[src/rtl/decode_stage_pkg.sv]
// Shared decode constants and types for decode_stage.
// ALU codes, RV32I opcodes, operand-select codes and the decoded bundle.
package decode_stage_pkg;

    localparam int XLEN = 32;

    localparam logic [3:0] ALU_ADD  = 4'd0;
    localparam logic [3:0] ALU_SUB  = 4'd1;
    localparam logic [3:0] ALU_SLL  = 4'd2;
    localparam logic [3:0] ALU_SLT  = 4'd3;
    localparam logic [3:0] ALU_SLTU = 4'd4;
    localparam logic [3:0] ALU_XOR  = 4'd5;
    localparam logic [3:0] ALU_SRL  = 4'd6;
    localparam logic [3:0] ALU_SRA  = 4'd7;
    localparam logic [3:0] ALU_OR   = 4'd8;
    localparam logic [3:0] ALU_AND  = 4'd9;
    localparam logic [3:0] ALU_SEQ  = 4'd10;
    localparam logic [3:0] ALU_SNE  = 4'd11;
    localparam logic [3:0] ALU_SGE  = 4'd12;
    localparam logic [3:0] ALU_SGEU = 4'd13;

    localparam logic [6:0] OPC_OP     = 7'b0110011;
    localparam logic [6:0] OPC_OP_IMM = 7'b0010011;
    localparam logic [6:0] OPC_LOAD   = 7'b0000011;
    localparam logic [6:0] OPC_STORE  = 7'b0100011;
    localparam logic [6:0] OPC_BRANCH = 7'b1100011;
    localparam logic [6:0] OPC_LUI    = 7'b0110111;
    localparam logic [6:0] OPC_AUIPC  = 7'b0010111;
    localparam logic [6:0] OPC_JAL    = 7'b1101111;
    localparam logic [6:0] OPC_JALR   = 7'b1100111;

    localparam logic [1:0] SRC1_RS1  = 2'd0;
    localparam logic [1:0] SRC1_PC   = 2'd1;
    localparam logic [1:0] SRC1_ZERO = 2'd2;
    localparam logic       SRC2_RS2  = 1'b0;
    localparam logic       SRC2_IMM  = 1'b1;

    typedef struct packed {
        logic [3:0]  alu_op;
        logic [1:0]  src1_sel;
        logic        src2_sel;
        logic [31:0] imm;
        logic [4:0]  rs1;
        logic [4:0]  rs2;
        logic [4:0]  rd;
        logic        reg_we;
        logic        mem_rd;
        logic        mem_wr;
        logic [2:0]  mem_funct3;
        logic        branch;
        logic        jal;
        logic        jalr;
        logic        illegal;
    } dec_t;

    // funct3 -> ALU op for OP/OP-IMM; alt selects SUB/SRA
    function automatic logic [3:0] alu_fn(input logic [2:0] f3, input logic alt);
        case (f3)
            3'b000:  alu_fn = alt ? ALU_SUB : ALU_ADD;
            3'b001:  alu_fn = ALU_SLL;
            3'b010:  alu_fn = ALU_SLT;
            3'b011:  alu_fn = ALU_SLTU;
            3'b100:  alu_fn = ALU_XOR;
            3'b101:  alu_fn = alt ? ALU_SRA : ALU_SRL;
            3'b110:  alu_fn = ALU_OR;
            default: alu_fn = ALU_AND;
        endcase
    endfunction

endpackage

[src/rtl/decode_stage_if.sv]
// Fetch->decode->execute handshake bundle.
// master: the decode stage; slave: the fetch/execute environment.
interface decode_stage_if;
    import decode_stage_pkg::*;

    logic        in_valid;
    logic        in_ready;
    logic [31:0] in_inst;
    logic [31:0] in_pc;
    logic        out_valid;
    logic        out_ready;
    logic [31:0] out_pc;
    logic [3:0]  out_alu_op;
    logic [1:0]  out_src1_sel;
    logic        out_src2_sel;
    logic [31:0] out_imm;
    logic [4:0]  out_rs1;
    logic [4:0]  out_rs2;
    logic [4:0]  out_rd;
    logic        out_reg_we;
    logic        out_mem_rd;
    logic        out_mem_wr;
    logic [2:0]  out_mem_funct3;
    logic        out_branch;
    logic        out_jal;
    logic        out_jalr;
    logic        out_illegal;

    modport master (
        input  in_valid, in_inst, in_pc, out_ready,
        output in_ready, out_valid, out_pc, out_alu_op, out_src1_sel, out_src2_sel,
               out_imm, out_rs1, out_rs2, out_rd, out_reg_we, out_mem_rd, out_mem_wr,
               out_mem_funct3, out_branch, out_jal, out_jalr, out_illegal
    );

    modport slave (
        output in_valid, in_inst, in_pc, out_ready,
        input  in_ready, out_valid, out_pc, out_alu_op, out_src1_sel, out_src2_sel,
               out_imm, out_rs1, out_rs2, out_rd, out_reg_we, out_mem_rd, out_mem_wr,
               out_mem_funct3, out_branch, out_jal, out_jalr, out_illegal
    );

endinterface

[src/rtl/decode_stage_comb.sv]
// decode_comb: purely combinational RV32I instruction -> dec_t decode.
// Macro DECODE_ILLEGAL_TRAP_EN: flag illegal encodings instead of turning them into a NOP.
module decode_comb
    import decode_stage_pkg::*;
(
    input  logic [31:0] inst,
    output dec_t        dec
);

    logic [6:0]  opc;
    logic [2:0]  f3;
    logic [6:0]  f7;
    logic [31:0] imm_i, imm_s, imm_b, imm_u, imm_j, imm_sh;
    logic        ill;
    dec_t        raw;

    assign opc    = inst[6:0];
    assign f3     = inst[14:12];
    assign f7     = inst[31:25];
    assign imm_i  = {{20{inst[31]}}, inst[31:20]};
    assign imm_s  = {{20{inst[31]}}, inst[31:25], inst[11:7]};
    assign imm_b  = {{19{inst[31]}}, inst[31], inst[7], inst[30:25], inst[11:8], 1'b0};
    assign imm_u  = {inst[31:12], 12'b0};
    assign imm_j  = {{11{inst[31]}}, inst[31], inst[19:12], inst[20], inst[30:21], 1'b0};
    assign imm_sh = {27'b0, inst[24:20]};

    // Field decode by opcode, plus legality of funct3/funct7
    always_comb begin
        raw          = '0;
        ill          = 1'b0;
        raw.alu_op   = ALU_ADD;
        raw.src1_sel = SRC1_RS1;
        raw.src2_sel = SRC2_IMM;
        raw.rs1      = inst[19:15];
        raw.rs2      = inst[24:20];
        raw.rd       = inst[11:7];
        case (opc)
            OPC_OP: begin
                raw.alu_op   = alu_fn(f3, f7[5]);
                raw.src2_sel = SRC2_RS2;
                raw.reg_we   = 1'b1;
                ill = !((f7 == 7'h00) || ((f7 == 7'h20) && (f3 == 3'b000 || f3 == 3'b101)));
            end
            OPC_OP_IMM: begin
                raw.alu_op = alu_fn(f3, (f3 == 3'b101) && f7[5]);
                raw.imm    = imm_i;
                raw.reg_we = 1'b1;
                if (f3 == 3'b001) begin
                    raw.imm = imm_sh;
                    ill     = (f7 != 7'h00);
                end else if (f3 == 3'b101) begin
                    raw.imm = imm_sh;
                    ill     = (f7 != 7'h00) && (f7 != 7'h20);
                end
            end
            OPC_LOAD: begin
                raw.imm        = imm_i;
                raw.mem_rd     = 1'b1;
                raw.reg_we     = 1'b1;
                raw.mem_funct3 = f3;
                ill = (f3 == 3'b011) || (f3 == 3'b110) || (f3 == 3'b111);
            end
            OPC_STORE: begin
                raw.imm        = imm_s;
                raw.mem_wr     = 1'b1;
                raw.mem_funct3 = f3;
                ill = f3[2] || (f3 == 3'b011);
            end
            OPC_BRANCH: begin
                raw.src2_sel = SRC2_RS2;
                raw.imm      = imm_b;
                raw.branch   = 1'b1;
                case (f3)
                    3'b000:  raw.alu_op = ALU_SEQ;
                    3'b001:  raw.alu_op = ALU_SNE;
                    3'b100:  raw.alu_op = ALU_SLT;
                    3'b101:  raw.alu_op = ALU_SGE;
                    3'b110:  raw.alu_op = ALU_SLTU;
                    3'b111:  raw.alu_op = ALU_SGEU;
                    default: ill = 1'b1;
                endcase
            end
            OPC_LUI: begin
                raw.src1_sel = SRC1_ZERO;
                raw.imm      = imm_u;
                raw.reg_we   = 1'b1;
            end
            OPC_AUIPC: begin
                raw.src1_sel = SRC1_PC;
                raw.imm      = imm_u;
                raw.reg_we   = 1'b1;
            end
            OPC_JAL: begin
                raw.src1_sel = SRC1_PC;
                raw.imm      = imm_j;
                raw.jal      = 1'b1;
                raw.reg_we   = 1'b1;
            end
            OPC_JALR: begin
                raw.imm    = imm_i;
                raw.jalr   = 1'b1;
                raw.reg_we = 1'b1;
            end
            default: ill = 1'b1;
        endcase
        if (inst[1:0] != 2'b11) ill = 1'b1;
        if (raw.rd == 5'd0) raw.reg_we = 1'b0;
    end

    // Illegal handling: trap flag with side effects suppressed, or plain NOP
    always_comb begin
        dec = raw;
        if (ill) begin
`ifdef DECODE_ILLEGAL_TRAP_EN
            dec.illegal = 1'b1;
            dec.alu_op  = ALU_ADD;
            dec.reg_we  = 1'b0;
            dec.mem_rd  = 1'b0;
            dec.mem_wr  = 1'b0;
            dec.branch  = 1'b0;
            dec.jal     = 1'b0;
            dec.jalr    = 1'b0;
`else
            dec          = '0;
            dec.alu_op   = ALU_ADD;
            dec.src1_sel = SRC1_RS1;
            dec.src2_sel = SRC2_IMM;
`endif
        end
    end

endmodule

[src/rtl/decode_stage.sv]
// decode_stage: registered decode output with a one-entry skid behind it.
// in_ready comes straight from a flop, so fetch never sees a combinational path from execute.
module decode_stage
    import decode_stage_pkg::*;
#(
    parameter int XLEN = 32
) (
    input  logic           clk,
    input  logic           rst,
    input  logic           flush,
    decode_stage_if.master bus
);

    dec_t            dec_new;
    logic            accept, consume;
    logic            out_valid_q, out_valid_d;
    logic            skid_valid_q, skid_valid_d;
    dec_t            out_dec_q, out_dec_d;
    dec_t            skid_dec_q, skid_dec_d;
    logic [XLEN-1:0] out_pc_q, out_pc_d;
    logic [XLEN-1:0] skid_pc_q, skid_pc_d;

    decode_comb u_dec (
        .inst (bus.in_inst),
        .dec  (dec_new)
    );

    assign accept  = bus.in_valid && !skid_valid_q;
    assign consume = out_valid_q && bus.out_ready;

    // Output/skid next state: refill output from skid first to keep FIFO order
    always_comb begin
        out_valid_d  = out_valid_q;
        skid_valid_d = skid_valid_q;
        out_dec_d    = out_dec_q;
        skid_dec_d   = skid_dec_q;
        out_pc_d     = out_pc_q;
        skid_pc_d    = skid_pc_q;
        if (flush) begin
            out_valid_d  = 1'b0;
            skid_valid_d = 1'b0;
        end else if (!out_valid_q || consume) begin
            if (skid_valid_q) begin
                out_dec_d    = skid_dec_q;
                out_pc_d     = skid_pc_q;
                out_valid_d  = 1'b1;
                skid_valid_d = 1'b0;
            end else if (accept) begin
                out_dec_d   = dec_new;
                out_pc_d    = bus.in_pc;
                out_valid_d = 1'b1;
            end else begin
                out_valid_d = 1'b0;
            end
        end else if (accept) begin
            skid_dec_d   = dec_new;
            skid_pc_d    = bus.in_pc;
            skid_valid_d = 1'b1;
        end
    end

    // State registers, cleared asynchronously
    always_ff @(posedge clk or posedge rst) begin
        if (rst) begin
            out_valid_q  <= 1'b0;
            skid_valid_q <= 1'b0;
            out_dec_q    <= '0;
            skid_dec_q   <= '0;
            out_pc_q     <= '0;
            skid_pc_q    <= '0;
        end else begin
            out_valid_q  <= out_valid_d;
            skid_valid_q <= skid_valid_d;
            out_dec_q    <= out_dec_d;
            skid_dec_q   <= skid_dec_d;
            out_pc_q     <= out_pc_d;
            skid_pc_q    <= skid_pc_d;
        end
    end

    assign bus.in_ready       = !skid_valid_q;
    assign bus.out_valid      = out_valid_q;
    assign bus.out_pc         = out_pc_q;
    assign bus.out_alu_op     = out_dec_q.alu_op;
    assign bus.out_src1_sel   = out_dec_q.src1_sel;
    assign bus.out_src2_sel   = out_dec_q.src2_sel;
    assign bus.out_imm        = out_dec_q.imm;
    assign bus.out_rs1        = out_dec_q.rs1;
    assign bus.out_rs2        = out_dec_q.rs2;
    assign bus.out_rd         = out_dec_q.rd;
    assign bus.out_reg_we     = out_dec_q.reg_we;
    assign bus.out_mem_rd     = out_dec_q.mem_rd;
    assign bus.out_mem_wr     = out_dec_q.mem_wr;
    assign bus.out_mem_funct3 = out_dec_q.mem_funct3;
    assign bus.out_branch     = out_dec_q.branch;
    assign bus.out_jal        = out_dec_q.jal;
    assign bus.out_jalr       = out_dec_q.jalr;
    assign bus.out_illegal    = out_dec_q.illegal;

endmodule
[src/flat_wrapper.sv]
// flat-port wrapper written by rule: the top's interface ports become plain ports
module decode_stage_flat import decode_stage_pkg::*;
#(
    parameter int XLEN = 32
)
  (clk, rst, flush, bus_in_valid, bus_in_inst, bus_in_pc, bus_out_ready, bus_in_ready, bus_out_valid, bus_out_pc, bus_out_alu_op, bus_out_src1_sel, bus_out_src2_sel, bus_out_imm, bus_out_rs1, bus_out_rs2, bus_out_rd, bus_out_reg_we, bus_out_mem_rd, bus_out_mem_wr, bus_out_mem_funct3, bus_out_branch, bus_out_jal, bus_out_jalr, bus_out_illegal);
  decode_stage_if bus_i ();
  input  logic clk;
  input  logic rst;
  input  logic flush;
  input wire logic [$bits(bus_i.in_valid)-1:0] bus_in_valid;
  input wire logic [$bits(bus_i.in_inst)-1:0] bus_in_inst;
  input wire logic [$bits(bus_i.in_pc)-1:0] bus_in_pc;
  input wire logic [$bits(bus_i.out_ready)-1:0] bus_out_ready;
  output wire logic [$bits(bus_i.in_ready)-1:0] bus_in_ready;
  output wire logic [$bits(bus_i.out_valid)-1:0] bus_out_valid;
  output wire logic [$bits(bus_i.out_pc)-1:0] bus_out_pc;
  output wire logic [$bits(bus_i.out_alu_op)-1:0] bus_out_alu_op;
  output wire logic [$bits(bus_i.out_src1_sel)-1:0] bus_out_src1_sel;
  output wire logic [$bits(bus_i.out_src2_sel)-1:0] bus_out_src2_sel;
  output wire logic [$bits(bus_i.out_imm)-1:0] bus_out_imm;
  output wire logic [$bits(bus_i.out_rs1)-1:0] bus_out_rs1;
  output wire logic [$bits(bus_i.out_rs2)-1:0] bus_out_rs2;
  output wire logic [$bits(bus_i.out_rd)-1:0] bus_out_rd;
  output wire logic [$bits(bus_i.out_reg_we)-1:0] bus_out_reg_we;
  output wire logic [$bits(bus_i.out_mem_rd)-1:0] bus_out_mem_rd;
  output wire logic [$bits(bus_i.out_mem_wr)-1:0] bus_out_mem_wr;
  output wire logic [$bits(bus_i.out_mem_funct3)-1:0] bus_out_mem_funct3;
  output wire logic [$bits(bus_i.out_branch)-1:0] bus_out_branch;
  output wire logic [$bits(bus_i.out_jal)-1:0] bus_out_jal;
  output wire logic [$bits(bus_i.out_jalr)-1:0] bus_out_jalr;
  output wire logic [$bits(bus_i.out_illegal)-1:0] bus_out_illegal;
  assign bus_i.in_valid = bus_in_valid;
  assign bus_i.in_inst = bus_in_inst;
  assign bus_i.in_pc = bus_in_pc;
  assign bus_i.out_ready = bus_out_ready;
  assign bus_in_ready = bus_i.in_ready;
  assign bus_out_valid = bus_i.out_valid;
  assign bus_out_pc = bus_i.out_pc;
  assign bus_out_alu_op = bus_i.out_alu_op;
  assign bus_out_src1_sel = bus_i.out_src1_sel;
  assign bus_out_src2_sel = bus_i.out_src2_sel;
  assign bus_out_imm = bus_i.out_imm;
  assign bus_out_rs1 = bus_i.out_rs1;
  assign bus_out_rs2 = bus_i.out_rs2;
  assign bus_out_rd = bus_i.out_rd;
  assign bus_out_reg_we = bus_i.out_reg_we;
  assign bus_out_mem_rd = bus_i.out_mem_rd;
  assign bus_out_mem_wr = bus_i.out_mem_wr;
  assign bus_out_mem_funct3 = bus_i.out_mem_funct3;
  assign bus_out_branch = bus_i.out_branch;
  assign bus_out_jal = bus_i.out_jal;
  assign bus_out_jalr = bus_i.out_jalr;
  assign bus_out_illegal = bus_i.out_illegal;
  decode_stage #(.XLEN(XLEN)) u_core (.clk(clk), .rst(rst), .flush(flush), .bus(bus_i));
endmodule
[config.mk]
export PLATFORM = sky130hd
export DESIGN_NAME = decode_stage_flat
export DESIGN_NICKNAME = d
export VERILOG_FILES = /design/src/rtl/decode_stage_pkg.sv /design/src/rtl/decode_stage_if.sv /design/src/rtl/decode_stage_comb.sv /design/src/rtl/decode_stage.sv /design/src/flat_wrapper.sv
export SDC_FILE = /design/constraint.sdc
export NUM_CORES = 1
export LEC_CHECK = 0
export CAP_MARGIN = 25
export CORE_UTILIZATION = 56
export CTS_BUF_LIST = sky130_fd_sc_hd__clkbuf_16
export CTS_CLUSTER_DIAMETER = 150
export CTS_CLUSTER_SIZE = 20
export DETAILED_ROUTE_END_ITERATION = 12
export GPL_ROUTABILITY_DRIVEN = 0
export GPL_TIMING_DRIVEN = 0
export PLACE_DENSITY = 0.85
export RECOVER_POWER = 50
export SLEW_MARGIN = 30
export SYNTH_ARGS = -nofsm -noshare
export SYNTH_HDL_FRONTEND = slang
export SYNTH_SLANG_ARGS = --single-unit
[constraint.sdc]
create_clock -name clk -period 14.25 [get_ports clk]
set_clock_uncertainty 0.1 [all_clocks]
set_input_delay 1.425 -clock clk [delete_from_list [all_inputs] [get_ports clk]]
set_output_delay 1.425 -clock clk [all_outputs]
set_load 0.05 [all_outputs]
==> run_results.csv <==
group,metric,value,unit
critical_path,crit_arrival,5770,ps
critical_path,crit_cells,3,
critical_path,cp_top_family,"buffers and inverters",
power_and_ir_drop,peakVddDrop,0.0000989,V
placement,portBuffers,161,
drt,final_antenna_net_count,0,
power_and_ir_drop,p_leak,5.04,nW
critical_path,worstSetupStartpoint,"rst",
run,cap_violations,2,
power_and_ir_drop,p_clk_share,38.1,%
yosys,synth_area_leader_cell,"dfrtp_1",
sta,setup-tns-final,0,ps
placement,place_hpwl,17800,um
critical_path,required,13760,ps
floorplan,num_rows,44,
sta,hold_violations,0,
sta,fmax,160,MHz
power_and_ir_drop,seq_power_share,43.0,%
final_layout,stdcell_area,11200,um^2
critical_path,worst-path-max-fanout,75,
yosys,synth_nets,981,
hold_path,hold_start,"u_core.skid_dec_q[4]$_DFFE_PP0P_",
yosys,synthSimpleGateAreaFrac,17.1,%
cts,clock_latency,440,ps
global_route,grt_overflow,0,
drt,wire_per_inst,19.9,um
yosys,synth_most_common_cell,"nand2_1",
drt,route.vias.total,7988,
power_and_ir_drop,power.switching,0.000434,W
global_route,grt_pass1_vias,7818,
final_layout,drive_gt1_share,4.88,%
cts,postCtsSetupRepairBufs,0,
drt,drt-initial-drc-count,1036,
yosys,synth_cell_type_count,50,
floorplan,fp.dieArea,15900,um^2
placement,pre_cts_ws,9980,ps
yosys,synth_area,8610,um^2
cts,cts_resized,0,
yosys,synth_edf_count,0,
yosys,synth_compound_area_share,19.0,%
yosys,synth.avg_cell_area,9.44,um^2
run_status,failed_checks,"capacitance limit, slew limit",
final_layout,area_growth,29.6,%
floorplan,die_w,126,um
critical_path,cp.buffers_inverters,3,
sta,hold_slack,375,ps
cts,cts_hold_buf,0,
hold_path,hp-class,"reg -> reg",
drt,via_per_inst,6.19,
global_route,grt_start_max_net_pins,85,
global_route,antenna_found_initial,0,
yosys,yosysSeqAreaShare,55.8,%
yosys,synth_seq_cells,192,
final_layout,layout.nets,1163,
sta,slew_headroom,-169,%
drt,drc,0,
floorplan,start_util,58.4,%
yosys,synth.area.mux_share,4.07,%
global_route,grt_pass1_wl,41000,um
power_and_ir_drop,swShare,29.9,%
sta,finalCritPeriodShare,43.9,%
cts,cts_sinks,192,
final_layout,num_antenna_cells,0,
hold_path,holdPathStages,2,
final_layout,final_core_util,75.7,%
cts,htreeDepth,4,
drt,dr.pass1.iters,7,
critical_path,path_cells,"dlygate4sd3_1 > clkinvlp_2 > clkbuf_1",
power_and_ir_drop,p_comb_share,18.9,%
floorplan,core,14800,um^2
cts,clk_path_buf_depth,2,
yosys,synth_top_family_by_area,"compound AO/OA/AOI/OAI gates",
yosys,netlist_instances,912,
sta,tightestPinTransition,4030,ps
drt,finalWirelength,25700,um
yosys,yosysTopAreaCellShare,55.8,%
critical_path,startpoint_type,"input port",
run_status,status,"finished with violations",
power_and_ir_drop,p_int,0.00102,W
cts,numCtsBuffers,17,
critical_path,endpoint_kind,"async pin",
yosys,synth_area_leaders,"dfrtp_1 (56%), nand2_1 (9.2%), o21ai_0 (5.5%)",
yosys,yosysWarningCount,0,
sta,grt_setup_unrepaired,"false",
critical_path,critPathKind,"in -> async",
sta,final_max_slew_viol_count,75,
cts,cts_root_buffer,"clkbuf_16",
global_route,track_usage,33.7,%
power_and_ir_drop,power.density,130,nW/um^2
critical_path,crit_slowest_cell,"clkbuf_1",
yosys,async_reset_ff_share,100,%
yosys,yosys-top-cells-count,"nand2_1 (212), dfrtp_1 (192), o21ai_0 (95)",
yosys,synthFlopType,"dfrtp_1",
critical_path,reg2reg_depth,7,
yosys,yosys.area_share.adder,0,%
placement,place_area,10500,um^2
cts,clkSlewWorstSetupHoldPaths,60,ps
critical_path,slowest_delay,2900,ps
sta,setup_viol,0,
cts,cts_tree,"done",
sta,fin_ws,7990,ps
critical_path,r2r-start,"u_core.skid_valid_q$_DFFE_PP0P_",
floorplan,die_h,126,um
sta,final.min_clock_period,6260,ps
yosys,yosys.area_share.xor_xnor,0.102,%
floorplan,top_level_ports,167,
-- final cells by class --
cell class | instances | area, um^2
clock inverter | 15 | 254
buffer | 73 | 308
fill | 1031 | 3590
clock buffer | 17 | 425
tap | 184 | 230
timing repair buffer | 163 | 1640
sequential | 192 | 4800
inverter | 7 | 27.5
multi-input combinational | 640 | 3470
-- registers in the layout, summed over array words and instances (netlist names), 4 cells and up --
register               count
u_core.bus.out_rd          5
u_core.bus.out_rs2         5
u_core.skid_dec_q         63
u_core.skid_pc_q          32
u_core.bus.out_pc         32
u_core.bus.out_alu_op      4
u_core.bus.out_imm        32
u_core.bus.out_rs1         5
-- layout by cell type, fill, tap and decap left out, types with 7 or more instances in the layout --
cell type / netlist / routed
clkdlybuf4s50_1: 0 / 113
clkbuf_16: 0 / 17
a221o_1: 8 / 8
buf_2: 9 / 9
a22o_1: 15 / 15
o22ai_1: 20 / 20
and3_1: 38 / 38
nand2_1: 212 / 212
nand2b_1: 7 / 7
dfrtp_1: 192 / 192
nor3_1: 10 / 10
mux2i_1: 35 / 35
nor2_1: 42 / 42
dlygate4sd3_1: 0 / 48
o31ai_1: 13 / 13
a21oi_1: 76 / 76
o21ai_0: 95 / 95
clkbuf_1: 55 / 56
-- worst paths after layout --
| check | to | slack (ps) |
|---|---|---|
| setup reg to reg | u_core.bus.out_jalr$_DFFE_PP0P_ | 11290 |
| min in group asynchronous | u_core.bus.out_imm[26]$_DFFE_PP0P_ | 1670 |
| hold / removal | u_core.skid_dec_q[4]$_DFFE_PP0P_ | 370 |
| max in group clk | u_core.skid_dec_q[27]$_DFFE_PP0P_ | 10180 |
| hold reg to reg | u_core.skid_dec_q[4]$_DFFE_PP0P_ | 370 |
| setup / recovery | u_core.bus.out_imm[14]$_DFFE_PP0P_ | 7990 |
-- per-layer routing --
layer	global-route usage (%)	wire length [um]	part of all wire (%)	vias to the layer above
met4	15.9	837	3.3	0
met5	0	0	0	-
met3	7.26	2280	8.9	80
met1	44.9	10200	40	3869
li1	-	-	-	3552
met2	53.2	12400	48	487
-- logic make-up (layout without fill, tap and decap cells) --
family | Yosys count | after routing
compound gates | 267 | 267
xor+xnor | 1 | 1
buf+inv | 80 | 275
flops | 192 | 192
mux | 35 | 35
other cells | 1 | 1
simple gates | 336 | 336
-- power groups by stage --
stage	registers, W	logic [W]	clock network, W
after floorplan	0.000716	0.0000807	0
after global placement	0.000629	0.000269	0
after detailed placement	0.000632	0.000277	0
after CTS	0.000623	0.000280	0.000551
after global routing	0.000628	0.000292	0.000573
final	0.000623	0.000274	0.000553
-- tightest hold or removal path: stages (launching register included) --
cell and delay [ps]:
dfrtp_1 340, nand2_1 50, o41ai_1 60
-- per-stage QoR --
step | instances | power, W
final | 1291 | 0.00145
after global routing | 1291 | 0.00149
after CTS | 1291 | 0.00145
after detailed placement | 1259 | 0.000909
after global placement | 1257 | 0.000899
after floorplan | 912 | 0.000797
Power figures use the tool's default switching activity.
